### config.mk
export PLATFORM = sky130hd
export DESIGN_NAME = rv_boot_loader
export DESIGN_NICKNAME = d
export VERILOG_FILES = /design/src/rtl/rv_boot_loader.sv
export SDC_FILE = /design/constraint.sdc
export NUM_CORES = 1
export LEC_CHECK = 0
export CORE_ASPECT_RATIO = 0.6
export CORE_MARGIN = 2
export CORE_UTILIZATION = 56
export CTS_CLUSTER_SIZE = 14
export DETAILED_ROUTE_END_ITERATION = 8
export PLACE_DENSITY = 0.79
export SETUP_SLACK_MARGIN = 0.05
export SLEW_MARGIN = 20
export SYNTH_ARGS = -nofsm -noshare
export SYNTH_HDL_FRONTEND = slang
export SYNTH_SLANG_ARGS = --single-unit
### constraint.sdc
create_clock -name clk -period 2.3 [get_ports clk]
set_input_delay 0.345 -clock clk [delete_from_list [all_inputs] [get_ports clk]]
set_output_delay 0.345 -clock clk [all_outputs]
set_load 0.01 [all_outputs]
### src/rtl/rv_boot_loader.sv
// Framed byte-stream program loader: writes an image into instruction memory and holds the core in reset until the checksum matches.
// Optional inter-byte timeout compiled in with `BOOT_TIMEOUT_EN.
module rv_boot_loader #(
    parameter int DEPTH          = 256,
    parameter int ADDR_W         = 8,
    parameter int TIMEOUT_CYCLES = 1024
) (
    input  logic              clk,
    input  logic              reset,
    input  logic              rx_valid,
    input  logic [7:0]        rx_data,
    output logic              rx_ready,
    output logic              imem_we,
    output logic [ADDR_W-1:0] imem_addr,
    output logic [31:0]       imem_wdata,
    output logic              core_reset,
    output logic              done,
    output logic              error
);

    typedef enum logic [2:0] {
        S_LEN_LO = 3'd0,
        S_LEN_HI = 3'd1,
        S_DATA   = 3'd2,
        S_CKSUM  = 3'd3,
        S_RUN    = 3'd4,
        S_ERR    = 3'd5
    } state_t;

    if ((DEPTH > (2 ** ADDR_W)) || (DEPTH > 65535) || (TIMEOUT_CYCLES < 1)) begin : g_param_check
        $error("rv_boot_loader: illegal DEPTH/ADDR_W/TIMEOUT_CYCLES combination");
    end

    state_t            state_q, state_d;
    logic [7:0]        len_lo_q, len_lo_d;
    logic [15:0]       len_q, len_d;
    logic [15:0]       word_cnt_q, word_cnt_d;
    logic [1:0]        byte_cnt_q, byte_cnt_d;
    logic [23:0]       word_q, word_d;
    logic [7:0]        sum_q, sum_d;
    logic              rx_ready_q, rx_ready_d;
    logic              imem_we_q, imem_we_d;
    logic [ADDR_W-1:0] imem_addr_q, imem_addr_d;
    logic [31:0]       imem_wdata_q, imem_wdata_d;
    logic              core_reset_q, core_reset_d;
    logic              done_q, done_d;
    logic              error_q, error_d;
    logic              accept_s;
    logic              timeout_s;
    logic [15:0]       len_rx_s;

    assign accept_s = rx_valid && rx_ready_q;
    assign len_rx_s = {rx_data, len_lo_q};

`ifdef BOOT_TIMEOUT_EN
    localparam int TO_W = $clog2(TIMEOUT_CYCLES + 1);
    logic [TO_W-1:0] to_cnt_q, to_cnt_d;

    // Inter-byte watchdog: runs only while a frame is in flight.
    always_comb begin
        to_cnt_d = to_cnt_q;
        if (accept_s || (state_d == S_LEN_LO)) begin
            to_cnt_d = {TO_W{1'b0}};
        end else if ((state_q == S_LEN_HI) || (state_q == S_DATA) || (state_q == S_CKSUM)) begin
            to_cnt_d = to_cnt_q + {{(TO_W-1){1'b0}}, 1'b1};
        end else begin
            to_cnt_d = to_cnt_q;
        end
    end

    // Watchdog counter register.
    always_ff @(posedge clk) begin
        if (!reset) begin
            to_cnt_q <= {TO_W{1'b0}};
        end else begin
            to_cnt_q <= to_cnt_d;
        end
    end

    assign timeout_s = (to_cnt_q == TO_W'(TIMEOUT_CYCLES - 1));
`else
    assign timeout_s = 1'b0;
`endif

    // State and datapath registers.
    always_ff @(posedge clk) begin
        if (!reset) begin
            state_q      <= S_LEN_LO;
            len_lo_q     <= 8'h00;
            len_q        <= 16'h0000;
            word_cnt_q   <= 16'h0000;
            byte_cnt_q   <= 2'd0;
            word_q       <= 24'h000000;
            sum_q        <= 8'h00;
            rx_ready_q   <= 1'b0;
            imem_we_q    <= 1'b0;
            imem_addr_q  <= {ADDR_W{1'b0}};
            imem_wdata_q <= 32'h00000000;
            core_reset_q <= 1'b1;
            done_q       <= 1'b0;
            error_q      <= 1'b0;
        end else begin
            state_q      <= state_d;
            len_lo_q     <= len_lo_d;
            len_q        <= len_d;
            word_cnt_q   <= word_cnt_d;
            byte_cnt_q   <= byte_cnt_d;
            word_q       <= word_d;
            sum_q        <= sum_d;
            rx_ready_q   <= rx_ready_d;
            imem_we_q    <= imem_we_d;
            imem_addr_q  <= imem_addr_d;
            imem_wdata_q <= imem_wdata_d;
            core_reset_q <= core_reset_d;
            done_q       <= done_d;
            error_q      <= error_d;
        end
    end

    // Next-state decode; a stalled link holds the state unless the watchdog fires.
    always_comb begin
        state_d = state_q;
        if (accept_s) begin
            case (state_q)
                S_LEN_LO: state_d = S_LEN_HI;
                S_LEN_HI: begin
                    if ({1'b0, len_rx_s} > 17'(DEPTH)) begin
                        state_d = S_ERR;
                    end else if (len_rx_s == 16'h0000) begin
                        state_d = S_CKSUM;
                    end else begin
                        state_d = S_DATA;
                    end
                end
                S_DATA: begin
                    if ((byte_cnt_q == 2'd3) && (word_cnt_q == (len_q - 16'd1))) begin
                        state_d = S_CKSUM;
                    end else begin
                        state_d = S_DATA;
                    end
                end
                S_CKSUM: state_d = (rx_data == sum_q) ? S_RUN : S_ERR;
                default: state_d = state_q;
            endcase
        end else if (timeout_s && ((state_q == S_LEN_HI) || (state_q == S_DATA) || (state_q == S_CKSUM))) begin
            state_d = S_ERR;
        end else begin
            state_d = state_q;
        end
    end

    // Outputs follow the next state so they change on the accepting edge; words assemble LSB first.
    always_comb begin
        len_lo_d     = len_lo_q;
        len_d        = len_q;
        word_cnt_d   = word_cnt_q;
        byte_cnt_d   = byte_cnt_q;
        word_d       = word_q;
        sum_d        = sum_q;
        imem_we_d    = 1'b0;
        imem_addr_d  = imem_addr_q;
        imem_wdata_d = imem_wdata_q;
        case (state_d)
            S_LEN_LO, S_LEN_HI, S_DATA, S_CKSUM: begin
                rx_ready_d   = 1'b1;
                core_reset_d = 1'b1;
                done_d       = 1'b0;
                error_d      = 1'b0;
            end
            S_RUN: begin
                rx_ready_d   = 1'b0;
                core_reset_d = 1'b0;
                done_d       = 1'b1;
                error_d      = 1'b0;
            end
            default: begin
                rx_ready_d   = 1'b0;
                core_reset_d = 1'b1;
                done_d       = 1'b0;
                error_d      = 1'b1;
            end
        endcase
        if (accept_s) begin
            case (state_q)
                S_LEN_LO: len_lo_d = rx_data;
                S_LEN_HI: len_d = len_rx_s;
                S_DATA: begin
                    sum_d      = sum_q + rx_data;
                    byte_cnt_d = byte_cnt_q + 2'd1;
                    word_d     = {rx_data, word_q[23:8]};
                    if (byte_cnt_q == 2'd3) begin
                        imem_we_d    = 1'b1;
                        imem_addr_d  = word_cnt_q[ADDR_W-1:0];
                        imem_wdata_d = {rx_data, word_q};
                        word_cnt_d   = word_cnt_q + 16'd1;
                    end else begin
                        imem_we_d    = 1'b0;
                    end
                end
                default: begin
                    len_lo_d = len_lo_q;
                end
            endcase
        end else begin
            len_lo_d = len_lo_q;
        end
    end

    assign rx_ready   = rx_ready_q;
    assign imem_we    = imem_we_q;
    assign imem_addr  = imem_addr_q;
    assign imem_wdata = imem_wdata_q;
    assign core_reset = core_reset_q;
    assign done       = done_q;
    assign error      = error_q;

endmodule

==> results.md, run 1 <==
Yosys:
- Among all cell types in the netlist, the one instantiated most often is nand2_1.
- In the synthesized netlist the dominant register cell turns out to be dfxtp_1.
- Counting instances in the post-synthesis netlist gives the leading cell types as nand2_1, dfxtp_1, a21oi_1.
- When the netlist entered floorplanning its net count stood at 690.
- In the synthesized netlist, the number of instances is 668.
- The sequential element share of the synthesized area is 45.4%.
- By area the synthesized netlist is led by dfxtp_1, nand2_1, a21oi_1.
- The synthesized design spends more area on one cell type than any other, namely dfxtp_1.
- The number of different library cells in the post-synthesis netlist is 55.
- After synthesis the cells add up to 5380 um2.
- The count of synthesis-stage warnings from yosys is 0.
- Synthesis inferred 122 register bits.
- The top cell type by area accounts for 45.4% of the synthesized area.
- The number of enable flip-flop cells after synthesis is 0.
- The average instance area after synthesis is 8.05 um2.
- After synthesis, the share of flip-flops with an asynchronous set or reset is 0%.

Timing:
- The count of final max-slew check failures is 0.
- The final critical path time including I/O delays and setup is 2.21 ns.
- The worst hold-check slack is 0.452 ns.
- The maximum clock frequency is 453 MHz.
- Setup violations remaining at the end of the flow were counted as 0.
- Setup repair after global routing could not meet its margin everywhere.
- Across the routed clock network, the largest skew measured is 0.00909 ns.
- The total count of hold-check failures in the final report is 0.
- Measured against its own limit, the worst slew margin works out to 42.9%.
- The share of the clock period used by the worst path after layout is 96.0%.
- For the pin with the worst max-slew slack, the measured transition is 0.857 ns.

Floorplan:
- The row count is 27.
- The die is 131 um wide.
- The area of the core is 9260 um2.
- The number of ports placed on the die boundary is 56.
- In this run the vertical extent of the chip is 79.9 um.
- The floorplan step defined a die boundary enclosing 10400 um2.
- Once the floorplan was initialized, standard cells occupied 58.1% of the core.

Run:
- Across the run, the number of max-cap violations was 0.

Finish:
- The net count of the finished layout is 759.
- The area taken by flip-flops and latches is 2440 um2.
- The number of filler cells placed in the layout is 678.
- The layout overhead on the synthesized area is 28.6%.
- The number of antenna cells inserted is 0.
- In the final layout, the share of cells above drive strength 1 is 11.6%.
- Summing all multi-input logic gate instances after layout gives 2710 um2.

Clock tree:
- The CTS buffer count is 17.
- The clock input transition at the sequential cells of the worst setup and hold paths is 0.06 ns.
- The largest buffer count on any clock path is 2.
- The clock root buffer is clkbuf_16.
- The number of hold buffers added after cts is 0.
- The H-tree generated during clock tree synthesis spans 4 levels.
- TritonCTS built the clock tree.
- The tree built by TritonCTS fans out to 122 sinks.
- The source-to-sink clock delay at the later pin of the worst-skew pair is 0.41 ns.

Worst setup path:
- The worst setup path is launched from a register.
- The critical path capture point type is a register.
- The data arrival at the endpoint of the critical path is 2.54 ns.
- The critical setup path kind is reg2reg.
- Along the worst path, the maximum fanout reaches 2.
- Walking the worst path, the cells encountered are inv_1, ha_1, or3_1, nor3b_1, o311ai_0, a2111oi_1, o2111ai_1, a21oi_1.
- In this design, the stage delay of the slowest critical-path cell is 0.39 ns.
- STA puts the critical path data required time at 2.63 ns.
- The slowest cell on the critical path is a2111oi_1.

Status:
- The run finished with clean final reports.

Route:
- The final layout contains routed wiring with a total length of 14300 um.
- The post-route DRC violation count is 0.
- The number of vias per cell after detailed routing is 5.60.
- The remaining antenna violation count is 0.
- The total number of vias is 4931.
- Dividing the detail-routed wire length by the instance count gives 16.3 um.
- After the first detailed-routing iteration, the DRC count stood at 517.
- The first-pass iteration count of the detailed router is 7.

Global routing:
- The largest net degree at the start of global routing is 53.
- The initial antenna violation count is 0.
- The first global-routing pass estimated 23300 um of wire.
- The global-route usage over all layers is 29.1%.
- The total overflow reported by the global router is 0.
- The number of global-route vias before repair is 4600.

Place:
- The congestion estimate from routability-driven global placement came to 0.882.
- The number of buffer cells added on primary ports is 55.
- Detailed placement ended at an HPWL of 9310 um.

Power:
- The largest vdd supply drop is 0.000523 V.
- In this run the static leakage power is 2.45 nW.
- The power density relative to cell area is 766 nW/um2.
- The power consumption is 5.29 mW.

Worst hold path:
- In this run the worst hold path is classified as reg2reg.
==> final cells by class <==
type / count / share of cell area (%)
clock inverter: 15 / 3.22
inverter: 15 / 0.814
multi-input combinational: 487 / 39.2
sequential: 122 / 35.3
clock buffer: 17 / 6.15
tap: 130 / 2.35
timing repair buffer: 94 / 12.9
==> placed cells by master (no fill, tap or decap), types with 4 or more instances in the layout <==
| cell type | synthesis | final |
|---|---|---|
| nand3_1 | 8 | 8 |
| dfxtp_1 | 122 | 122 |
| xor2_1 | 16 | 16 |
| nor3_1 | 11 | 10 |
| clkdlybuf4s50_1 | 0 | 55 |
| buf_12 | 0 | 4 |
| ha_1 | 10 | 10 |
| bufinv_16 | 0 | 5 |
| o21ai_0 | 11 | 10 |
| clkbuf_16 | 0 | 17 |
| a31oi_1 | 4 | 4 |
| nor4_1 | 7 | 5 |
| nor2_1 | 32 | 31 |
| and2_1 | 4 | 4 |
| buf_4 | 1 | 35 |
| mux2i_1 | 8 | 8 |
| inv_1 | 14 | 14 |
| xnor2_1 | 24 | 24 |
| or4_1 | 4 | 4 |
| nand4_1 | 7 | 7 |
| or3_1 | 7 | 7 |
| nand2_1 | 182 | 182 |
| a21oi_1 | 102 | 102 |
==> per-layer routing <==
| layer | share of wire, % | up-vias | global-route usage (%) |
|---|---|---|---|
| li1 | - | 2397 | - |
| met5 | 0 | - | 0 |
| met1 | 47 | 2341 | 41.1 |
| met4 | 0.87 | 0 | 9.15 |
| met3 | 6.5 | 12 | 5.23 |
| met2 | 46 | 181 | 45.3 |
==> worst paths after layout <==
| path | slack (ns) | cells after the start | endpoint | start |
|---|---|---|---|---|
| worst min-delay path | 0.45 | 2 | imem_wdata[29]$_SDFFE_PN0P_ | imem_wdata[29]$_SDFFE_PN0P_ |
| worst max register to register | 0.09 | 8 | state_q[0]$_SDFF_PN0_ | len_q[0]$_SDFFE_PN0P_ |
| worst min register to register | 0.45 | 2 | imem_wdata[29]$_SDFFE_PN0P_ | imem_wdata[29]$_SDFFE_PN0P_ |
| worst max-delay path | 0.09 | 8 | state_q[0]$_SDFF_PN0_ | len_q[0]$_SDFFE_PN0P_ |
==> flip-flops by register name, indices dropped and copies added (netlist names), 2 cells and up <==
name and flops:
len_lo_q 8, word_q 24, byte_cnt_q 2, imem_addr 8
len_q 16, imem_wdata 32, sum_q 8, word_cnt_q 16
state_q 3
==> where the power goes <==
part	internal, mW	total (mW)	leakage [nW]	switching, mW
registers	2.13	2.14	0.984	0.0136
clock network	1.92	2.91	0.310	0.985
logic	0.102	0.241	1.15	0.140
total	4.15	5.29	2.45	1.14
==> through the flow <==
step	area [um2]	setup TNS, ns	setup WS, ns	std cells	util, %
global route	6910	-0.0127	-0.0127	880	74.7
floorplan	5380	0	0.291	668	-
CTS	6880	0	0.0674	877	74.4
global placement	6230	-0.553	-0.160	845	67.3
finish	6910	0	0.0925	880	74.7
detailed placement	6230	-0.964	-0.251	845	67.3
==> critical path: cells and delay by family (launching register included) <==
family	cells	cell delay, ns
AOI/OAI and AO/OA	4	1.02
DFF	1	0.33
adders and majority gates	1	0.20
and+or+nand+nor	2	0.54
buffers and inverters	1	0.05
==> timing repair <==
item | 4_1_cts | 5_1_grt
buffers inserted | 0 | 3
endpoints found under the setup margin | 3 | 6
pin swaps | 0 | 7
resized for setup | 1 | 3
==> kinds of logic (layout without fill, tap and decap cells) <==
logic type                 Yosys count  count (layout)  share of synthesized area (%)
muxes                                8               8                           1.49
DFF                                122             122                           45.4
and+or+nand+nor                    287             287                           24.6
AOI/OAI and AO/OA                  141             141                           14.7
buffers and inverters               59             141                           4.56
xor gates and xnor gates            40              40                           6.51
adders and majority gates           11              11                           2.70
No activity file was read; power rests on OpenSTA's default activity.
==> run 2, diff against run 1 <==
--- a/config.mk
+++ b/config.mk
@@ -7,10 +7,10 @@
 export LEC_CHECK = 0
 export CORE_ASPECT_RATIO = 0.6
 export CORE_MARGIN = 2
-export CORE_UTILIZATION = 56
+export CORE_UTILIZATION = 45
 export CTS_CLUSTER_SIZE = 14
 export DETAILED_ROUTE_END_ITERATION = 8
-export PLACE_DENSITY = 0.79
+export PLACE_DENSITY = 0.66
 export SETUP_SLACK_MARGIN = 0.05
 export SLEW_MARGIN = 20
 export SYNTH_ARGS = -nofsm -noshare
==> constraint.sdc (replaced) <==
create_clock -name clk -period 2.3 [get_ports clk]
set_input_delay 0.575 -clock clk [delete_from_list [all_inputs] [get_ports clk]]
set_output_delay 0.575 -clock clk [all_outputs]
set_load 0.01 [all_outputs]
==> results.md, run 2 (synthesized netlist as in run 1, its figures left out) <==
Status:
- The run finished with clean final reports.

Floorplan:
- The starting density of the core came to 46.8% (-11 points).
- The area of the core is 11500 um2 (+24%).
- The row count is 30 (+11%).
- The number of ports placed on the die boundary is 56 (unchanged).
- The die span in x came to 145 um (+11%).
- The die span in y came to 88.7 um (+11%).
- The die footprint is 12900 um2 (+23%).

Place:
- The placed wire-length estimate after detailed placement came to 9840 um (+5.8%).
- The placement-stage cell area is 6360 um2 (+2.0%).
- The number of buffer cells added on primary ports came to 55 (unchanged).
- The routability congestion estimate is 0.930 (+5.4%).

Timing:
- The share of the clock period used by the worst path after layout is 95.0% (-0.94 points).
- The worst clock skew on the final layout is 0.00888 ns (-0.000216 ns).
- The final critical path time including I/O delays and setup is 2.19 ns (-0.0217 ns).
- Setup repair after global routing could not meet its margin everywhere.
- The maximum clock frequency was 457 MHz (+0.99%).
- The transition time at the pin with the least slew margin is 0.538 ns (-0.319 ns).
- The total count of hold-check failures in the final report is 0 (unchanged).
- The final setup violation count was 0 (unchanged).
- The total negative slack is 0 ns (unchanged).
- The worst slew slack as a fraction of its limit is 64.1% (+21 points).
- The count of final max-slew check failures came to 0 (unchanged).

Finish:
- The proportion of layout cells with a drive suffix above 1 is 14.9% (+3.3 points).
- The layout overhead on the synthesized area is 30.9%.
- The number of flip-flops under the largest register name is 32 (unchanged).
- The number of nets in the layout is 770 (+1.4%).
- The number of antenna cells inserted is 0 (unchanged).
- Leaving out fill and tap cells, the most frequent cell in the layout is nand2_1.
- The final instance area is 7040 um2 (+1.8%).
- The share of the core filled with cells was 61.3% (-13 points).
- In the layout the commonest cells are nand2_1, dfxtp_1, a21oi_1.

Global routing:
- The first-pass GRT wire length came to 23000 um (-1.0%).
- The total overflow reported by the global router is 0 (unchanged).
- The number of global-route vias before repair is 4576 (-0.52%).
- The initial antenna violation count came to 0 (unchanged).
- The largest net degree at the start of global routing is 38 (-28%).
- The global-route usage over all layers is 22.6% (-6.5 points).

Power:
- The power consumption is 4.90 mW (-7.4%).
- The static leakage is 2.50 nW (+2.2%).
- The largest vdd supply drop is 0.000485 V (-7.2%).
- The power density relative to cell area came to 697 nW/um2 (-9.0%).

Worst setup path:
- The worst setup path is launched from an input pin.
- The highest cell delay on the worst timing path came to 0.53 ns (+0.14 ns).
- The critical path required time is 2.65 ns (+0.02 ns).
- STA classifies the critical path endpoint as a register.
- The worst-path maximum fanout was 3 (+1).
- The critical setup path kind is in2reg.
- The data arrival at the endpoint of the critical path was 2.53 ns (about the same).
- The slowest cell on the critical path is or4_4.
- Traced cell by cell, the critical path runs through clkdlybuf4s50_1, ha_1, inv_1, nor2_2, a2111oi_2, or4_4, a21o_1, a21oi_2.

Clock tree:
- The TritonCTS clock tree is built.
- The clock root buffer is clkbuf_16.
- The clock input transition at the sequential cells of the worst setup and hold paths was 0.06 ns (about the same).
- The number of hold buffers added after cts is 0 (unchanged).
- The source-to-sink clock delay at the later pin of the worst-skew pair was 0.41 ns (about the same).
- The CTS buffer count is 17 (unchanged).
- The largest buffer count on any clock path is 2 (unchanged).
- The number of levels the H-tree was split into is 4 (unchanged).
- The total number of clock tree sinks is 122 (unchanged).

Route:
- The post-detailed-routing wire length is 13900 um (-3.1%).
- The total number of vias is 4848 (-1.7%).
- The first-pass iteration count of the detailed router came to 5 (-2).
- The number of vias per cell after detailed routing was 5.27 (-6.0%).
- The detailed router's first-iteration violation count is 341 (-34%).
- The remaining antenna violation count is 0 (unchanged).
- The per-cell routed wire length was 15.1 um (-7.3%).
- The post-route DRC violation count was 0 (unchanged).

Worst hold path:
- In this run the worst hold path is classified as reg2reg.

Run:
- The number of violations of the max-capacitance limit is 0 (unchanged).
-- run 2: cell types whose count changed in the layout (fill, tap and decap cells not counted), moves of 3 or more --
cell	previous run	this run
buf_4	35	46
bufinv_16	5	1
ha_1	10	7
clkdlybuf4s50_1	55	52
dlymetal6s2s_1	0	3
-- run 2: per-stage QoR --
stage          setup slack (ns)  hold WS, ns  cells
3_5_place_dp             -0.437        0.445    887
6_report                  0.114        0.452    920
3_3_place_gp             -0.399        0.442    887
5_1_grt                  0.0143        0.466    920
4_1_cts                  0.0538        0.453    918
2_1_floorplan             0.199        0.432    668
-- run 2: path summary, 6_finish.rpt --
path                            endpoint                         from  depth (start not counted)  slack (ns)
max                sum_q[7]$_SDFFE_PN0P_                   rx_data[4]                          8        0.11
min          imem_wdata[27]$_SDFFE_PN0P_  imem_wdata[27]$_SDFFE_PN0P_                          2        0.45
max reg2reg        state_q[0]$_SDFF_PN0_        len_q[3]$_SDFFE_PN0P_                          8        0.14
min reg2reg  imem_wdata[27]$_SDFFE_PN0P_  imem_wdata[27]$_SDFFE_PN0P_                          2        0.45
-- run 2: repair_timing --
| item | in CTS | in global routing |
|---|---|---|
| cloned | 0 | 0 |
| gates resized for setup | 3 | 24 |
| endpoints found under the setup margin | 7 | 10 |
| pin swaps | 3 | 12 |
| buffers inserted | 0 | 2 |
-- run 2: where the power goes --
part           switching [mW]  internal (mW)
registers              0.0122           2.13
clock network           0.991           1.51
logic                   0.145          0.113
total                    1.15           3.76
-- run 2: per-layer routing --
layer	vias up	part of all wire (%)	GRT usage, %	wire length, um
met2	127	42	34.4	5830
met3	28	5.8	5.57	806
met5	-	0	0	0
li1	2417	-	-	-
met4	0	2.0	8.11	277
met1	2276	50	31.6	6970
-- run 2: critical path: cells and delay by family --
family / cells / cell delay (ns)
fa+ha+maj: 1 / 0.33
compound gates: 3 / 0.41
simple gates: 2 / 0.69
buf+inv: 2 / 0.53
-- run 2: layout make-up --
cell class | count | area [um2]
timing repair buffer | 105 | 983
fill | 980 | 4450
sequential | 122 | 2440
inverter | 15 | 56.3
clock buffer | 18 | 439
tap | 160 | 200
multi-input combinational | 487 | 2800
clock inverter | 13 | 120
==> run 3, diff against run 2 <==
--- a/config.mk
+++ b/config.mk
@@ -5,12 +5,15 @@
 export SDC_FILE = /design/constraint.sdc
 export NUM_CORES = 1
 export LEC_CHECK = 0
+export CELL_PAD_IN_SITES_DETAIL_PLACEMENT = 1
+export CELL_PAD_IN_SITES_GLOBAL_PLACEMENT = 1
 export CORE_ASPECT_RATIO = 0.6
 export CORE_MARGIN = 2
-export CORE_UTILIZATION = 45
+export CORE_UTILIZATION = 42
 export CTS_CLUSTER_SIZE = 14
 export DETAILED_ROUTE_END_ITERATION = 8
-export PLACE_DENSITY = 0.66
+export GPL_ROUTABILITY_DRIVEN = 1
+export PLACE_DENSITY = 0.79
 export SETUP_SLACK_MARGIN = 0.05
 export SLEW_MARGIN = 20
 export SYNTH_ARGS = -nofsm -noshare
==> results.md, run 3 (synthesized netlist as in run 1, its figures left out) <==
Worst setup path:
- The critical setup path kind is in2reg.
- The worst setup path is launched from an input pin.
- The critical path required time is 2.64 ns (about the same).
- The data arrival at the endpoint of the critical path is 2.65 ns (+0.12 ns).
- The critical path capture point type is a register.
- The critical path goes through clkdlybuf4s50_1, ha_1, inv_1, nor2_4, a2111oi_4, or4_4, a21o_1, a21oi_1.
- The highest cell delay on the worst timing path is 0.51 ns (-0.02 ns).
- The largest individual stage delay along the critical path comes from the cell or4_4.
- The worst-path maximum fanout is 3 (unchanged).

Route:
- The per-cell routed wire length was 18.5 um (+22%).
- The highest metal layer used by the detailed router is met4.
- The detailed-routed wire length on met2 was 8300 um (+42%).
- The detailed route wirelength on metal3 was 828 um (+2.7%).
- The number of vias per cell after detailed routing is 5.45 (+3.3%).
- The first-pass iteration count of the detailed router is 4 (-1).
- The routed length on met1 is 8050 um (+16%).
- The post-route DRC violation count is 0 (unchanged).
- The total number of vias came to 5113 (+5.5%).
- The remaining antenna violation count is 0 (unchanged).
- The post-detailed-routing wire length is 17300 um (+25%).
- The detailed router's first-iteration violation count was 301 (-12%).

Global routing:
- The global-route usage over all layers came to 26.3% (+3.7 points).
- The first-pass GRT wire length was 28200 um (+23%).
- The total overflow reported by the global router is 0 (unchanged).
- The number of global-route vias before repair is 5396 (+18%).
- The largest net degree at the start of global routing was 92 (+140%).
- The initial antenna violation count is 0 (unchanged).

Power:
- The power density relative to cell area came to 733 nW/um2 (+5.2%).
- The cell-internal power is 4.07 mW (+8.5%).
- The static leakage is 2.60 nW (+4.0%).
- The sequential cell fraction of total power is 40.3% (-3.4 points).
- The total net switching power is 1.23 mW (+7.5%).
- The largest vdd supply drop is 0.000434 V (-11%).
- The power consumption is 5.31 mW (+8.3%).
- The clock power share is 54.8% (+3.7 points).
- The switching part of the total power is 23.3% (-0.16 points).
- The combinational share of power was 4.9% (-0.4 points).

Place:
- The routability congestion estimate was 0.884 (-4.9%).
- The number of buffer cells added on primary ports was 55 (unchanged).
- The placed wire-length estimate after detailed placement is 11500 um (+16%).

Timing:
- The smallest setup slack after layout is -0.00559 ns (-0.120 ns).
- The final critical path time including I/O delays and setup is 2.31 ns (+0.120 ns).
- The total count of hold-check failures in the final report was 0 (unchanged).
- The final setup violation count was 1 (+1).
- The count of final max-slew check failures is 0 (unchanged).
- The worst slew slack as a fraction of its limit came to 69.2% (+5.1 points).
- The share of the clock period used by the worst path after layout is 100% (+5.2 points).
- The transition time at the pin with the least slew margin is 0.459 ns (-0.0795 ns).
- The total negative slack was -0.00559 ns (-0.00559 ns).
- The maximum clock frequency was 434 MHz (-5.2%).
- The worst clock skew on the final layout was 0.00661 ns (-0.00227 ns).
- The worst hold-check slack came to 0.458 ns (+0.00636 ns).

Finish:
- The layout overhead on the synthesized area is 34.7%.
- The proportion of layout cells with a drive suffix above 1 is 15.8% (+0.89 points).
- In the layout the commonest cells are nand2_1, dfxtp_1, a21oi_1.
- The number of nets in the layout is 783 (+1.7%).
- The share of the core filled with cells came to 59.1% (-2.2 points).
- The number of flip-flops under the largest register name came to 32 (unchanged).
- The most common cell after layout, fill and taps aside is nand2_1.
- The number of antenna cells inserted came to 0 (unchanged).

Clock tree:
- The number of hold buffers added after cts is 0 (unchanged).
- The CTS buffer count was 17 (unchanged).
- The total number of clock tree sinks was 122 (unchanged).
- The largest buffer count on any clock path came to 2 (unchanged).
- The source-to-sink clock delay at the later pin of the worst-skew pair was 0.41 ns (about the same).
- The number of levels the H-tree was split into is 4 (unchanged).
- The clock root buffer is clkbuf_16.
- The TritonCTS clock tree is built.
- The clock input transition at the sequential cells of the worst setup and hold paths is 0.06 ns (about the same).

Status:
- The checks that failed: setup timing.
- The run finished, with violations left.

Floorplan:
- The area of the core is 12300 um2 (+6.7%).
- The die span in x is 150 um (+3.4%).
- The die span in y is 91.7 um (+3.4%).
- The starting density of the core is 43.9% (-2.9 points).
- The die footprint is 13800 um2 (+6.9%).
- The row count is 31 (+3.3%).
- The number of ports placed on the die boundary came to 56 (unchanged).

Worst hold path:
- The tightest min-delay check is of the reg2reg type.

Run:
- The number of violations of the max-capacitance limit is 0 (unchanged).
-- run 3: changes by cell type in the layout (fill, tap and decap cells not counted), sizes merged, moves of 2 or more --
cell	change
buf	+13
bufinv	+3
clkinvlp	-3
dlygate4sd2	+2
dlymetal6s2s	-2
inv	+2
-- run 3: path summary, 6_finish.rpt --
| kind | startpoint | slack [ns] | endpoint | cells past startpoint |
|---|---|---|---|---|
| setup / recovery | rx_data[4] | -0.006 | sum_q[7]$_SDFFE_PN0P_ | 8 |
| hold / removal | imem_wdata[8]$_SDFFE_PN0P_ | 0.46 | imem_wdata[8]$_SDFFE_PN0P_ | 2 |
| setup reg to reg | len_q[0]$_SDFFE_PN0P_ | 0.13 | state_q[0]$_SDFF_PN0_ | 8 |
| hold reg to reg | imem_wdata[8]$_SDFFE_PN0P_ | 0.46 | imem_wdata[8]$_SDFFE_PN0P_ | 2 |
-- run 3: power by group through the flow --
| stage | registers [mW] | logic (mW) | clock network (mW) |
|---|---|---|---|
| 4_1_cts | 2.14 | 0.247 | 2.94 |
| 6_report | 2.14 | 0.259 | 2.91 |
| 2_1_floorplan | 2.18 | 0.132 | 0 |
| 3_3_place_gp | 2.19 | 0.234 | 0 |
| 5_1_grt | 2.14 | 0.277 | 3.06 |
| 3_5_place_dp | 2.19 | 0.242 | 0 |
-- run 3: final cells by class --
type / instances / area, um2
fillers: 1431 / 5010
clock inverters: 15 / 213
clock buffers: 17 / 425
inverters: 15 / 57.6
multi-input cells: 487 / 2800
flip-flops and latches: 122 / 2440
repair buffers: 118 / 1100
well taps: 165 / 206
-- run 3: timing repair --
action                                  in CTS  in global routing
pin swaps                                    4                  8
setup buffers                                4                  3
gates resized for setup                      7                 17
endpoints found under the setup margin       3                 11
gates cloned                                 0                  0
-- run 3: per-stage QoR --
stage,setup WS (ns),cells,cell area [um2]
2_1_floorplan,0.199,668,5380
3_3_place_gp,-0.455,900,6450
3_5_place_dp,-0.576,900,6450
4_1_cts,0.00482,936,7140
5_1_grt,-0.0898,939,7240
6_report,-0.00559,939,7240
-- run 3: per-layer routing --
layer,track usage (%),vias up
met4,8.33,0
met1,35.4,2556
met5,0,-
li1,-,2441
met2,42.8,102
met3,4.93,14
-- run 3: critical path, delay by kind of cell --
kind | cells | cell delay [ns]
AND/OR/NAND/NOR | 2 | 0.68
buffers and inverters | 2 | 0.61
AO/OA/AOI/OAI | 3 | 0.40
adder cells (fa/ha/maj) | 1 | 0.36
